==> config.mk <==
export PLATFORM = sky130hd
export DESIGN_NAME = bcd_stopwatch_counter
export DESIGN_NICKNAME = d
export VERILOG_FILES = /design/src/rtl/bcd_time_pkg.sv /design/src/rtl/bcd_digit_counter.sv /design/src/rtl/bcd_stopwatch_counter.sv
export SDC_FILE = /design/constraint.sdc
export NUM_CORES = 1
export LEC_CHECK = 0
export CORE_MARGIN = 8
export CORE_UTILIZATION = 54
export CTS_CLUSTER_DIAMETER = 40
export CTS_CLUSTER_SIZE = 8
export DETAILED_ROUTE_END_ITERATION = 10
export PLACE_DENSITY = 0.85
export SLEW_MARGIN = 20
export SYNTH_ARGS = -nofsm -noshare
export SYNTH_HDL_FRONTEND = slang
export SYNTH_SLANG_ARGS = --single-unit
==> constraint.sdc <==
create_clock -name clk -period 3.11 [get_ports clk]
set_input_delay 0.4665 -clock clk [delete_from_list [all_inputs] [get_ports clk]]
set_output_delay 0.4665 -clock clk [all_outputs]
set_load 0.02 [all_outputs]
==> src/rtl/bcd_time_pkg.sv <==
// Shared definitions for the BCD stopwatch:
// - digit indices and per-digit limits
// - the blank-nibble code
// - the packed digit array type
// - the preset validity check
package bcd_time_pkg;

  // Digit positions inside the packed time word (nibble index)
  localparam int CS_U = 0;
  localparam int CS_T = 1;
  localparam int S_U  = 2;
  localparam int S_T  = 3;
  localparam int M_U  = 4;
  localparam int M_T  = 5;
  localparam int HR_U = 6;
  localparam int HR_T = 7;

  // Largest legal value per digit. Hour units may reach 9, except when
  // hour tens is 2, where the ceiling is HR_U_MAX_AT_TOP.
  localparam logic [3:0] LIM_CS_U = 4'd9;
  localparam logic [3:0] LIM_CS_T = 4'd9;
  localparam logic [3:0] LIM_S_U  = 4'd9;
  localparam logic [3:0] LIM_S_T  = 4'd5;
  localparam logic [3:0] LIM_M_U  = 4'd9;
  localparam logic [3:0] LIM_M_T  = 4'd5;
  localparam logic [3:0] LIM_HR_U = 4'd9;
  localparam logic [3:0] LIM_HR_T = 4'd2;
  localparam logic [3:0] HR_U_MAX_AT_TOP = 4'd3;

  localparam logic [7:0][3:0] DIGIT_LIMIT = {LIM_HR_T, LIM_HR_U, LIM_M_T, LIM_M_U,
                                             LIM_S_T, LIM_S_U, LIM_CS_T, LIM_CS_U};

  // Nibble code the display driver renders as an unlit digit
  localparam logic [3:0] BLANK_NIBBLE = 4'hF;

  typedef logic [7:0][3:0] digits_t;

  typedef enum logic {
    ST_IDLE = 1'b0,
    ST_RUN  = 1'b1
  } run_state_t;

  // True when every digit is within its limit and the hour pair is <= 23
  function automatic logic bcd_time_valid(input digits_t d);
    logic ok;
    ok = 1'b1;
    for (int i = 0; i < 8; i++) begin
      if (d[i] > DIGIT_LIMIT[i]) ok = 1'b0;
    end
    if ((d[HR_T] == LIM_HR_T) && (d[HR_U] > HR_U_MAX_AT_TOP)) ok = 1'b0;
    return ok;
  endfunction

endpackage

==> src/rtl/bcd_digit_counter.sv <==
// One BCD digit that counts 0..LIMIT. It has clear, load and increment
// controls, in that priority order. carry is combinational: it is high when
// an increment arrives at LIMIT, so the next digit steps in the same cycle.
module bcd_digit_counter
  import bcd_time_pkg::*;
#(
  parameter logic [3:0] LIMIT = 4'd9
) (
  input  logic       clk,
  input  logic       rst,
  input  logic       clr,
  input  logic       load,
  input  logic [3:0] load_val,
  input  logic       inc,
  output logic [3:0] value,
  output logic       carry
);

  logic [3:0] value_reg;

  assign carry = inc && (value_reg == LIMIT);
  assign value = value_reg;

  // Digit register: clear/reset, then preset, then increment with wrap
  always_ff @(posedge clk) begin
    if (rst || clr) begin
      value_reg <= 4'd0;
    end else if (load) begin
      value_reg <= load_val;
    end else if (inc) begin
      value_reg <= carry ? 4'd0 : value_reg + 4'd1;
    end
  end

endmodule

==> src/rtl/bcd_stopwatch_counter.sv <==
// HH:MM:SS.cc stopwatch producing a packed-BCD time word for the display.
// The design has:
// - a prescaled hundredths tick
// - start/stop/clear control
// - a ready/valid preset load
// Optional build macro LEADING_ZERO_BLANK_EN: leading zero digits from the
// hour tens down to the second units are output as BLANK_NIBBLE.
module bcd_stopwatch_counter
  import bcd_time_pkg::*;
#(
  parameter int CLK_HZ  = 50000000,
  parameter int TICK_HZ = 100
) (
  input  logic        clk,
  input  logic        rst,
  input  logic        start,
  input  logic        stop,
  input  logic        clear,
  input  logic        load_valid,
  input  logic [31:0] load_bcd,
  output logic        load_ready,
  output logic        load_err,
  output logic [31:0] time_bcd,
  output logic        running,
  output logic        rollover
);

  localparam int DIV = CLK_HZ / TICK_HZ;
  localparam int PW  = (DIV < 2) ? 1 : $clog2(DIV);
  localparam logic [PW-1:0] PRESC_LAST = PW'(DIV - 1);

  generate
    if ((DIV < 2) || ((CLK_HZ % TICK_HZ) != 0)) begin : g_bad_div
      $error("bcd_stopwatch_counter: CLK_HZ/TICK_HZ must be an integer >= 2");
    end
  endgenerate

  run_state_t  state_reg, state_next;
  logic [PW-1:0] presc_reg, presc_next;
  logic [3:0]  hr_t_reg, hr_u_reg;
  logic        rollover_reg, load_err_reg;
  logic        tick, count_en, load_take, load_ok, load_apply, hr_inc, hr_at_top;
  digits_t     digit_vec;

  // Run state register
  always_ff @(posedge clk) begin
    if (rst) state_reg <= ST_IDLE;
    else     state_reg <= state_next;
  end

  // Next run state: stop beats start, independent of clear/load
  always_comb begin
    state_next = state_reg;
    if (stop)       state_next = ST_IDLE;
    else if (start) state_next = ST_RUN;
  end

  // Outputs decoded from the run state
  always_comb begin
    running    = (state_reg == ST_RUN);
    load_ready = (state_reg == ST_IDLE);
  end

  // A load is only taken in IDLE and only when clear is not also asking
  assign load_take  = load_valid && load_ready && !clear;
  assign load_ok    = bcd_time_valid(load_bcd);
  assign load_apply = load_take && load_ok;
  assign tick       = running && (presc_reg == PRESC_LAST);
  assign count_en   = tick && !clear;

  // Prescaler next value: zeroed by clear/preset, advances only while running
  always_comb begin
    presc_next = presc_reg;
    if (clear || load_apply) presc_next = '0;
    else if (running)        presc_next = tick ? '0 : presc_reg + 1'b1;
  end

  // Prescaler register
  always_ff @(posedge clk) begin
    if (rst) presc_reg <= '0;
    else     presc_reg <= presc_next;
  end

  // Centisecond, second and minute digits as a ripple-carry chain
  generate
    for (genvar gi = CS_U; gi <= M_T; gi++) begin : g_digit
      logic       inc_in;
      logic       carry_out;
      logic [3:0] value;

      if (gi == CS_U) begin : g_first
        assign inc_in = count_en;
      end else begin : g_chain
        assign inc_in = g_digit[gi-1].carry_out;
      end

      bcd_digit_counter #(
        .LIMIT(DIGIT_LIMIT[gi])
      ) u_digit (
        .clk     (clk),
        .rst     (rst),
        .clr     (clear),
        .load    (load_apply),
        .load_val(load_bcd[gi*4 +: 4]),
        .inc     (inc_in),
        .value   (value),
        .carry   (carry_out)
      );

      assign digit_vec[gi] = value;
    end
  endgenerate

  assign hr_inc    = g_digit[M_T].carry_out;
  assign hr_at_top = (hr_t_reg == LIM_HR_T) && (hr_u_reg == HR_U_MAX_AT_TOP);

  // Hour pair 00..23, wrapping to 00 and flagging the day rollover
  always_ff @(posedge clk) begin
    if (rst || clear) begin
      hr_t_reg     <= 4'd0;
      hr_u_reg     <= 4'd0;
      rollover_reg <= 1'b0;
    end else begin
      rollover_reg <= 1'b0;
      if (load_apply) begin
        hr_t_reg <= load_bcd[HR_T*4 +: 4];
        hr_u_reg <= load_bcd[HR_U*4 +: 4];
      end else if (hr_inc) begin
        if (hr_at_top) begin
          hr_t_reg     <= 4'd0;
          hr_u_reg     <= 4'd0;
          rollover_reg <= 1'b1;
        end else if (hr_u_reg == LIM_HR_U) begin
          hr_u_reg <= 4'd0;
          hr_t_reg <= hr_t_reg + 4'd1;
        end else begin
          hr_u_reg <= hr_u_reg + 4'd1;
        end
      end
    end
  end

  // One-cycle reject flag for a preset containing an out-of-range digit
  always_ff @(posedge clk) begin
    if (rst) load_err_reg <= 1'b0;
    else     load_err_reg <= load_take && !load_ok;
  end

  assign digit_vec[HR_U] = hr_u_reg;
  assign digit_vec[HR_T] = hr_t_reg;
  assign rollover        = rollover_reg;
  assign load_err        = load_err_reg;

`ifdef LEADING_ZERO_BLANK_EN
  digits_t disp_vec;
  logic    leading;

  // Blank zero digits from the top until the first nonzero; the two
  // centisecond digits always show. The digits are already registered, so
  // the blanked word changes on the same edge as the digits.
  always_comb begin
    disp_vec = digit_vec;
    leading  = 1'b1;
    for (int i = HR_T; i >= S_U; i--) begin
      if (leading && (digit_vec[i] == 4'd0)) disp_vec[i] = BLANK_NIBBLE;
      else                                   leading     = 1'b0;
    end
  end

  assign time_bcd = disp_vec;
`else
  assign time_bcd = digit_vec;
`endif

endmodule

==> flow_summary.rst, run 1 <==
.. list-table::
   :header-rows: 1

   * - Metric
     - Value
   * - Number of core rows
     - 28
   * - Worst clock skew
     - ~0.007 ns
   * - Initial antenna violation count
     - 0
   * - Final TNS setup
     - 0 ns
   * - Post-DR wirelength/cell
     - 16.1 um
   * - Signal arrival time at the worst endpoint
     - roughly 2.6 ns
   * - Power density over the cells
     - 312 nW/um2
   * - Worst VDD drop
     - 206 uV
   * - Max-capacitance violation count
     - 0
   * - Kind of end point of the critical path
     - flop
   * - Detailed Routing Iterations Pass 1
     - 4
   * - Ys Warns
     - 0
   * - Drt first-iter violations
     - between 100 and 150
   * - Share of the synthesized area in compound gates (AO/OA/AOI/OAI)
     - 15.3%
   * - # IOs
     - 74
   * - Final antenna-violating net count
     - 0
   * - Leading cell type in the layout, fill and taps excluded
     - clkdlybuf4s50_1
   * - Sum of routed wire length over all layers
     - 8.50 mm
   * - Pin count of the biggest net entering global routing
     - 25
   * - First-pass GRT wire length
     - 14.3 mm
   * - Number of buffer cells added on primary ports
     - 73
   * - Period minus WS final
     - 2.41 ns
   * - Cell taking the most area after synthesis
     - dfxtp_1
   * - Setup Viol. Count Final
     - 0
   * - Distinct cell type count after synthesis
     - between 50 and 60
   * - Vias/cell
     - 5.83
   * - Transition time of the tightest slew-check pin
     - slightly below 0.6 ns
   * - Critical path launch point type
     - flop
   * - Main combinational cell family by area after synthesis
     - simple AND/OR/NAND/NOR gates
   * - Total congestion overflow after global routing
     - 0
   * - Post-synthesis cell count
     - roughly 390
   * - Number of CTS-inserted buffers
     - 5
   * - Clock tree root driver cell
     - clkbuf_8
   * - Post-synthesis net count
     - around 440
   * - Top library cells by usage in the layout, fill and taps aside
     - clkdlybuf4s50_1, dfxtp_1, nor2_1
   * - Cts hold-fix bufs
     - 0
   * - Final Max Tran Viols
     - 0
   * - WS Path Type
     - reg -> reg
   * - Total via count after detailed routing
     - just over 3000
   * - Number of flip-flops under the largest register name
     - 24
   * - Number of buffers on the longest clock path
     - 2
   * - Sequential element share of the synthesized area
     - 34.1%
   * - Fraction of the cycle the final worst path needs
     - a little under 80%
   * - Async set-reset flop share out of synthesis
     - 0%
   * - Reg clk slew, reported paths
     - approximately 0.1 ns
   * - Sinks on Clock Net
     - 54
   * - Die extent in y
     - approximately 93 um
   * - Leakage power summed over all cells
     - 1.41 nW
   * - Hold Fails Final Rpt
     - 0
   * - Required time worst endpoint
     - 3.35 ns
   * - Basic-gate share of the synthesized area counting and, or, nand and nor cells
     - 33.3%
   * - Post-layout nets
     - a little over 500
   * - Post-route worst setup slack
     - 0.700 ns
   * - Starting utilization of the core area
     - a little over half
   * - DRC violation count after routing
     - 0
   * - Area growth from synthesis to final layout
     - 28.3%
   * - Detailed-placement wirelength estimate
     - 6.50 mm
   * - Setup slack after placement
     - around 0.45 ns
   * - Mapped Area
     - 3170 um2
   * - Flip-flop and latch count after synthesis
     - between 50 and 60
   * - Finished Core Util
     - about 70%
   * - Reg2reg setup slack
     - ~0.70 ns
   * - Most area-consuming cells after synthesis
     - dfxtp_1, ha_1, nor2_1
   * - Worst max-slew margin expressed relative to the limit
     - approximately three fifths
   * - Last weighted congestion value of the routability-driven placer
     - 0.823
   * - Layout cell share with drive strength beyond 1
     - under 10%
   * - Share of cell area taken by muxes after synthesis
     - 2.21%
   * - Inserted Diodes
     - 0
   * - Top cell type's share of synthesized area
     - 34.1%
   * - Clock tree from TritonCTS
     - built
   * - Clock insertion delay at the later pin of the skew report
     - approximately 0.31 ns
   * - Die Outline Area
     - approximately 8600 um2
   * - Total of cells resized after clock tree synthesis
     - 0
   * - EDFF count, synth
     - 0
   * - Highest fanout seen on the critical path
     - 17
   * - Synthesized-area fraction occupied by xor and xnor cells
     - about 5.0%
   * - DIE WIDTH
     - 92.6 um
   * - Worst hold-check slack
     - between 0.5 and 0.6 ns
   * - Class of the tightest hold or removal check
     - reg -> reg
   * - Syn Area/Cell
     - around 8 um2
   * - Max Clock Freq
     - about 410 MHz
   * - Number of buffers added for setup after CTS
     - 0
   * - RSZ-0062 raised after global routing
     - false
   * - Adder-cell share of the synthesized area
     - 5.93%
   * - Status
     - finished clean
   * - Most instantiated flip-flop cell in the synthesis netlist
     - dfxtp_1
   * - Placeable Area
     - ~5800 um2
   * - H-tree level count
     - 2
   * - Aggregate global-route resource usage
     - between 20% and 30%
   * - Vias in the first global route
     - roughly 3100
## critical path, cell delays in order, from the launching register on
cell and delay (ns):
dfxtp_1 0.50, and4_4 0.29, and4_1 0.37, nand4_4 0.29, or3_1 0.41, or3_1 0.33
a31oi_1 0.15
## worst paths after layout
check        cells after the start                           to                        start
max                              6  g_digit[5].u_digit.value[0]                      running
min reg2reg                      2  g_digit[5].u_digit.value[3]  g_digit[5].u_digit.value[3]
min                              2  g_digit[5].u_digit.value[3]  g_digit[5].u_digit.value[3]
max reg2reg                      6  g_digit[5].u_digit.value[0]                      running
## kinds of logic (layout without fill, tap and decap cells)
kind of cell | count (synthesis) | after routing
buffers and inverters | 32 | 100
multiplexers | 7 | 7
flip-flops | 54 | 54
AND/OR/NAND/NOR | 185 | 185
XOR/XNOR | 18 | 18
adder cells (fa/ha/maj) | 15 | 15
AO/OA/AOI/OAI | 75 | 75
## layout make-up
class | count | area (um2)
inverters | 14 | 52.6
repair buffers | 78 | 768
clock inverters | 3 | 43.8
well taps | 75 | 93.8
fillers | 475 | 1720
flip-flops and latches | 54 | 1080
clock buffers | 5 | 68.8
multi-input cells | 300 | 1960
## layer usage
metal | wire length (um) | share of wire, % | global-route usage [%] | vias up
li1 | - | - | - | 1543
met1 | 3560 | 42 | 24.6 | 1416
met2 | 4210 | 49 | 34.3 | 109
met3 | 587 | 6.9 | 4.21 | 15
met4 | 147 | 1.7 | 6.31 | 0
met5 | 0 | 0 | 0 | -
## where the power goes
part	internal, mW	switching (mW)
clock	0.242	0.241
combinational	0.0532	0.0381
sequential	0.693	0.00221
## cells in the mapped netlist (6+ instances only)
cell type	instances
nand4_1	6
or3_1	7
or4_1	6
o21ai_0	16
nand2_1	28
mux2i_1	7
a31oi_1	8
inv_1	14
clkbuf_1	10
dfxtp_1	54
nand3_1	24
xor2_1	12
ha_1	15
nor2b_1	6
xnor2_1	6
nor2_1	49
a21oi_1	20
nor3_1	17
a211oi_1	9
## through the flow
| step | power [mW] | std cells | cell area [um2] |
|---|---|---|---|
| finish | 1.27 | 529 | 4060 |
| global route | 1.32 | 529 | 4060 |
| CTS | 1.27 | 529 | 4060 |
| detailed placement | 0.802 | 521 | 3950 |
| global placement | 0.801 | 521 | 3950 |
| floorplan | 0.736 | 386 | 3170 |
No activity file was read; power rests on OpenSTA's default activity.
==> inputs of run 2 (changes only) <==
Settings changed: CORE_UTILIZATION 54 to 50, PLACE_DENSITY 0.85 to 0.8.
Clock period 3.11 ns to 2.35 ns, I/O delays scaled along.
==> flow_summary.rst, run 2 (synthesis gave the netlist of run 1 again) <==
.. list-table::
   :header-rows: 1

   * - Metric
     - Value
   * - Signal arrival time at the worst endpoint
     - 2.46 ns (-0.18 ns)
   * - Crit-path cells
     - clkdlybuf4s50_1 > o21ai_0 > nand4_1 > or4_1 > buf_12 > o211ai_1 > a31oi_1
   * - Vias in the first global route
     - 3109 (+1.6%)
   * - Number of buffers on the longest clock path
     - 2 (unchanged)
   * - Max Clock Freq
     - around 440 MHz
   * - Placeable Area
     - 6240 um2 (+8.0%)
   * - Critical path launch point type
     - primary input
   * - Worst clock skew
     - 0.0108 ns (+0.00398 ns)
   * - Die Outline Area
     - 9140 um2 (+6.6%)
   * - Sinks on Clock Net
     - 54 (unchanged)
   * - Kind of end point of the critical path
     - flop
   * - Placed instance area
     - 4220 um2 (+6.8%)
   * - Aggregate global-route resource usage
     - 19.8% (-0.22 points)
   * - Setup Viol. Count Final
     - 0 (unchanged)
   * - Period minus WS final
     - approximately 2.3 ns
   * - Cts hold-fix bufs
     - 0 (unchanged)
   * - DRC violation count after routing
     - 0 (unchanged)
   * - Total power after layout
     - 1.71 mW (+34%)
   * - Post-DR wirelength/cell
     - 16.3 um (+1.2%)
   * - Worst VDD drop
     - 241 uV (+17%)
   * - Number of buffer cells added on primary ports
     - 73 (unchanged)
   * - Number of CTS-inserted buffers
     - 5 (unchanged)
   * - Number of flip-flops under the largest register name
     - 24 (unchanged)
   * - Inserted Diodes
     - 0 (unchanged)
   * - Family with the most delay on the worst path
     - simple AND/OR/NAND/NOR gates
   * - Total congestion overflow after global routing
     - 0 (unchanged)
   * - Post-layout nets
     - 540 (+6.7%)
   * - Highest fanout seen on the critical path
     - 27 (+10)
   * - Final Instance Area
     - 4340 um2 (+6.8%)
   * - # IOs
     - 74 (unchanged)
   * - Worst max-slew margin expressed relative to the limit
     - 69.9% (+9.3 points)
   * - Max-capacitance violation count
     - 0 (unchanged)
   * - Reg clk slew, reported paths
     - 0.09 ns (about the same)
   * - Clock insertion delay at the later pin of the skew report
     - 0.31 ns (about the same)
   * - Setup slack after placement
     - -0.231 ns (-0.685 ns)
   * - Fraction of the cycle the final worst path needs
     - 97.2%
   * - Class of the tightest hold or removal check
     - reg -> reg
   * - Levels on crit path
     - 7 (+1)
   * - RSZ-0062 raised after global routing
     - false
   * - Power density over the cells
     - 393 nW/um2 (+26%)
   * - Vias/cell
     - 5.76 (-1.2%)
   * - Transition time of the tightest slew-check pin
     - 0.452 ns (-0.134 ns)
   * - Total via count after detailed routing
     - 3246 (+5.3%)
   * - First-pass GRT wire length
     - 14.6 mm (+1.9%)
   * - Hold Fails Final Rpt
     - 0 (unchanged)
   * - Area growth from synthesis to final layout
     - 37.1%
   * - Sum of routed wire length over all layers
     - 9.17 mm (+7.9%)
   * - Leakage power summed over all cells
     - 1.58 nW (+12%)
   * - Number of core rows
     - 29 (+3.6%)
   * - Final antenna-violating net count
     - 0 (unchanged)
   * - Clock tree root driver cell
     - clkbuf_8
   * - Reg2Reg Depth
     - 7 (+1)
   * - Layout Cells excl Fill
     - 564 (+6.6%)
   * - Last weighted congestion value of the routability-driven placer
     - 0.854 (+3.9%)
   * - Starting utilization of the core area
     - 50.7% (-4.0 points)
   * - Detailed-placement wirelength estimate
     - 7.12 mm (+9.5%)
   * - Number of cells in the design after placement
     - 557 (+6.9%)
   * - Fillers
     - 523 (+10%)
   * - Drt first-iter violations
     - 146 (+2.8%)
   * - Post-route worst setup slack
     - 0.0663 ns (-0.634 ns)
   * - Leading cell type in the layout, fill and taps excluded
     - clkdlybuf4s50_1
   * - H-tree level count
     - 2 (unchanged)
   * - Number of buffer and inverter stages on the critical path
     - 2 (+2)
   * - Detailed Routing Iterations Pass 1
     - 4 (unchanged)
   * - Required time worst endpoint
     - 2.52 ns (-0.83 ns)
   * - Final Max Tran Viols
     - 0 (unchanged)
   * - Hold path depth
     - 2 (unchanged)
   * - WS Path Type
     - in -> reg
   * - Clock tree from TritonCTS
     - built
   * - Initial antenna violation count
     - 0 (unchanged)
   * - Slowest-stage cell, CP
     - or4_1
   * - Slowest cell delay on critical path
     - 0.68 ns (+0.18 ns)
   * - Die extent in y
     - 95.6 um (+3.2%)
   * - DIE WIDTH
     - 95.6 um (+3.2%)
   * - Pin count of the biggest net entering global routing
     - 28 (+12%)
   * - Status
     - finished clean
   * - Layout cell share with drive strength beyond 1
     - 14.0% (+6.9 points)
   * - Top library cells by usage in the layout, fill and taps aside
     - clkdlybuf4s50_1, dfxtp_1, nor2_1
run 2: changes by cell type in the layout (fill, tap and decap cells not counted):
cell,change
dfxtp_2,+1
buf_4,+33
or4_4,+1
or4_1,-1
buf_12,+1
clkbuf_8,+1
clkinv_2,-1
inv_6,-1
and3b_2,+1
dfxtp_1,-1
and3b_1,-1
run 2: final cells by class:
class	instances	area, um2	area share, %
clock buffer	6	82.6	1.90
multi-input combinational	300	1960	45.2
timing repair buffer	112	1040	23.9
sequential	54	1080	24.9
tap	77	96.3	2.22
clock inverter	1	30.0	0.692
inverter	14	52.6	1.21
run 2: power breakdown:
| group | internal [mW] | total, mW | leakage (nW) | switching, mW |
|---|---|---|---|---|
| combinational | 0.0860 | 0.143 | 1.09 | 0.0569 |
| clock | 0.342 | 0.645 | 0.0573 | 0.303 |
| sequential | 0.916 | 0.918 | 0.436 | 0.00141 |
run 2: worst paths after layout:
| kind | startpoint | to | slack [ns] |
|---|---|---|---|
| max | load_bcd[2] | g_digit[5].u_digit.value[2] | 0.07 |
| min | g_digit[5].u_digit.value[3] | g_digit[5].u_digit.value[3] | 0.50 |
| max reg2reg | g_digit[2].u_digit.value[1] | g_digit[5].u_digit.value[0] | 0.11 |
| min reg2reg | g_digit[5].u_digit.value[3] | g_digit[5].u_digit.value[3] | 0.50 |
run 2: repair_timing:
action,4_1_cts,5_1_grt
resized for setup,0,3
setup buffers,0,0
endpoints found under the setup margin,0,1
run 2: through the flow:
stage	hold slack [ns]	utilization [%]	setup TNS (ns)
after floorplan	0.429	-	0
after global placement	0.479	67.6	-5.78
after detailed placement	0.492	67.6	-8.75
after CTS	0.502	69.4	0
after global routing	0.538	69.5	0
final	0.500	69.5	0
run 2: routing by layer:
layer | global-route usage (%) | share of wire (%) | vias up | routed length [um]
li1 | - | - | 1604 | -
met2 | 34.2 | 50 | 89 | 4610
met1 | 23.9 | 42 | 1538 | 3870
met3 | 5.12 | 6.4 | 15 | 584
met5 | 0 | 0 | - | 0
met4 | 4.99 | 1.2 | 0 | 112
run 2: worst register-to-register path: cells and delay by family (launching register included):
family | cells | cell delay (ns)
and+or+nand+nor | 4 | 1.40
DFF | 1 | 0.36
adders and majority gates | 1 | 0.20
AOI/OAI and AO/OA | 1 | 0.13
buffers and inverters | 1 | 0.07
==> inputs of run 3 (changes only) <==
Settings changed: MAX_ROUTING_LAYER set to met4, REMOVE_ABC_BUFFERS set to 1, TNS_END_PERCENT set to 100.
==> flow_summary.rst, run 3 (synthesis gave the netlist of run 1 again) <==
.. list-table::
   :header-rows: 1

   * - Metric
     - Value
   * - Fillers
     - 544 (+4.0%)
   * - Max Clock Freq
     - 453 MHz (+3.4%)
   * - Number of buffer and inverter stages on the critical path
     - 0 (-2)
   * - Inserted Diodes
     - 0 (unchanged)
   * - Slowest-stage cell, CP
     - dfxtp_1
   * - Aggregate global-route resource usage
     - 20.5% (+0.62 points)
   * - Detailed Routing Iterations Pass 1
     - 5 (+1)
   * - Number of buffer cells added on primary ports
     - 73 (unchanged)
   * - Vias/cell
     - 5.81 (+1.0%)
   * - Worst VDD drop
     - 233 uV (-3.1%)
   * - Vias in the first global route
     - 3083 (-0.84%)
   * - Post-layout nets
     - 532 (-1.5%)
   * - Class of the tightest hold or removal check
     - reg -> reg
   * - Hold Fails Final Rpt
     - 0 (unchanged)
   * - Signal arrival time at the worst endpoint
     - 2.47 ns (about the same)
   * - Setup slack after placement
     - -0.123 ns (+0.109 ns)
   * - Leakage power summed over all cells
     - 1.54 nW (-2.4%)
   * - Total via count after detailed routing
     - 3238 (-0.25%)
   * - Last weighted congestion value of the routability-driven placer
     - 0.877 (+2.6%)
   * - Final antenna-violating net count
     - 0 (unchanged)
   * - Detailed-placement wirelength estimate
     - 6.94 mm (-2.5%)
   * - Layout cell share with drive strength beyond 1
     - 12.5% (-1.5 points)
   * - Kind of end point of the critical path
     - flop
   * - Period minus WS final
     - 2.21 ns (-0.0759 ns)
   * - Highest fanout seen on the critical path
     - 6 (-78%)
   * - RSZ-0062 raised after global routing
     - false
   * - Cts hold-fix bufs
     - 0 (unchanged)
   * - Clock insertion delay at the later pin of the skew report
     - 0.32 ns (about the same)
   * - Number of buffers on the longest clock path
     - 2 (unchanged)
   * - Critical path launch point type
     - flop
   * - Required time worst endpoint
     - 2.61 ns (+0.09 ns)
   * - Initial antenna violation count
     - 0 (unchanged)
   * - DIE WIDTH
     - 95.6 um (unchanged)
   * - Power density over the cells
     - 398 nW/um2 (+1.4%)
   * - Reg clk slew, reported paths
     - 0.11 ns (+0.02 ns)
   * - Placeable Area
     - 6240 um2 (unchanged)
   * - Final Instance Area
     - 4280 um2 (-1.4%)
   * - Number of CTS-inserted buffers
     - 5 (unchanged)
   * - Post-route worst setup slack
     - 0.142 ns (+0.0759 ns)
   * - Setup Viol. Count Final
     - 0 (unchanged)
   * - Sinks on Clock Net
     - 54 (unchanged)
   * - Total congestion overflow after global routing
     - 0 (unchanged)
   * - Die Outline Area
     - 9140 um2 (unchanged)
   * - WS Path Type
     - reg -> reg
   * - Area growth from synthesis to final layout
     - 35.2%
   * - Die extent in y
     - 95.6 um (unchanged)
   * - Max-capacitance violation count
     - 0 (unchanged)
   * - Drt first-iter violations
     - 196 (+34%)
   * - Number of flip-flops under the largest register name
     - 24 (unchanged)
   * - Sum of routed wire length over all layers
     - 8.89 mm (-3.1%)
   * - H-tree level count
     - 2 (unchanged)
   * - Pin count of the biggest net entering global routing
     - 22 (-21%)
   * - Starting utilization of the core area
     - 50.7% (unchanged)
   * - Worst clock skew
     - 0.0132 ns (+0.00239 ns)
   * - Slowest cell delay on critical path
     - 0.46 ns (-0.22 ns)
   * - # IOs
     - 74 (unchanged)
   * - Transition time of the tightest slew-check pin
     - 0.446 ns (-0.00601 ns)
   * - Status
     - finished clean
   * - Clock tree root driver cell
     - clkbuf_8
   * - Family with the most delay on the worst path
     - simple AND/OR/NAND/NOR gates
   * - Fraction of the cycle the final worst path needs
     - 93.9% (-3.2 points)
   * - Final Max Tran Viols
     - 0 (unchanged)
   * - Top library cells by usage in the layout, fill and taps aside
     - clkdlybuf4s50_1, dfxtp_1, nor2_1
   * - Clock tree from TritonCTS
     - built
   * - Post-DR wirelength/cell
     - 16.0 um (-1.8%)
   * - First-pass GRT wire length
     - 14.6 mm (-0.29%)
   * - DRC violation count after routing
     - 0 (unchanged)
   * - Final TNS setup
     - 0 ns (unchanged)
   * - Crit-path cells
     - ha_1 > and4bb_2 > nand4_2 > or2_2 > o41ai_1 > o22ai_1 > nor2_1
   * - Placed instance area
     - 4160 um2 (-1.4%)
   * - Number of core rows
     - 29 (unchanged)
   * - Leading cell type in the layout, fill and taps excluded
     - clkdlybuf4s50_1
   * - Worst max-slew margin expressed relative to the limit
     - 70.3% (+0.40 points)
-- run 3: worst paths after layout --
path	start	end	slack (ns)	depth (start not counted)
min reg2reg	presc_reg[15]	presc_reg[15]	0.52	2
min	presc_reg[15]	presc_reg[15]	0.52	2
max reg2reg	g_digit[0].u_digit.value[0]	hr_t_reg[0]	0.14	7
max	g_digit[0].u_digit.value[0]	hr_t_reg[0]	0.14	7
-- run 3: layout make-up --
type,count,area (um2),share of cell area (%)
Multi-Input combinational cell,300,1960,45.7
Sequential cell,54,1080,25.3
Timing Repair Buffer,104,976,22.8
Tap cell,77,96.3,2.25
Clock buffer,5,68.8,1.61
Inverter,14,52.6,1.23
Clock inverter,3,47.5,1.11
-- run 3: power by group --
| group | switching (mW) | internal, mW | total [mW] |
|---|---|---|---|
| logic | 0.0564 | 0.0801 | 0.137 |
| clock network | 0.327 | 0.323 | 0.650 |
| registers | 0.00146 | 0.917 | 0.918 |
| total | 0.385 | 1.32 | 1.70 |
-- run 3: per-layer routing --
layer / routed length (um) / GRT usage [%] / up-vias
li1: - / - / 1579
met1: 3960 / 25.3 / 1527
met2: 4290 / 33.0 / 125
met3: 528 / 3.31 / 7
met4: 110 / 6.91 / 0
met5: 0 / - / -
-- run 3: repair_timing --
| action | CTS | global route |
|---|---|---|
| setup buffers | 0 | 0 |
| gates resized for setup | 0 | 2 |
| endpoints found under the setup margin | 0 | 4 |
-- run 3: stage by stage --
stage / utilization, % / power (mW) / hold WS, ns / instances
global route: 68.6 / 1.77 / 0.548 / 557
finish: 68.6 / 1.70 / 0.522 / 557
detailed placement: 66.7 / 1.07 / 0.506 / 549
CTS: 68.5 / 1.72 / 0.525 / 557
global placement: 66.7 / 1.07 / 0.475 / 549
floorplan: - / 0.972 / 0.429 / 368
-- run 3: tightest hold or removal path: stages (launching register included) --
cell,delay [ns]
dfxtp_1,0.35
o21ai_0,0.07
a21oi_1,0.06
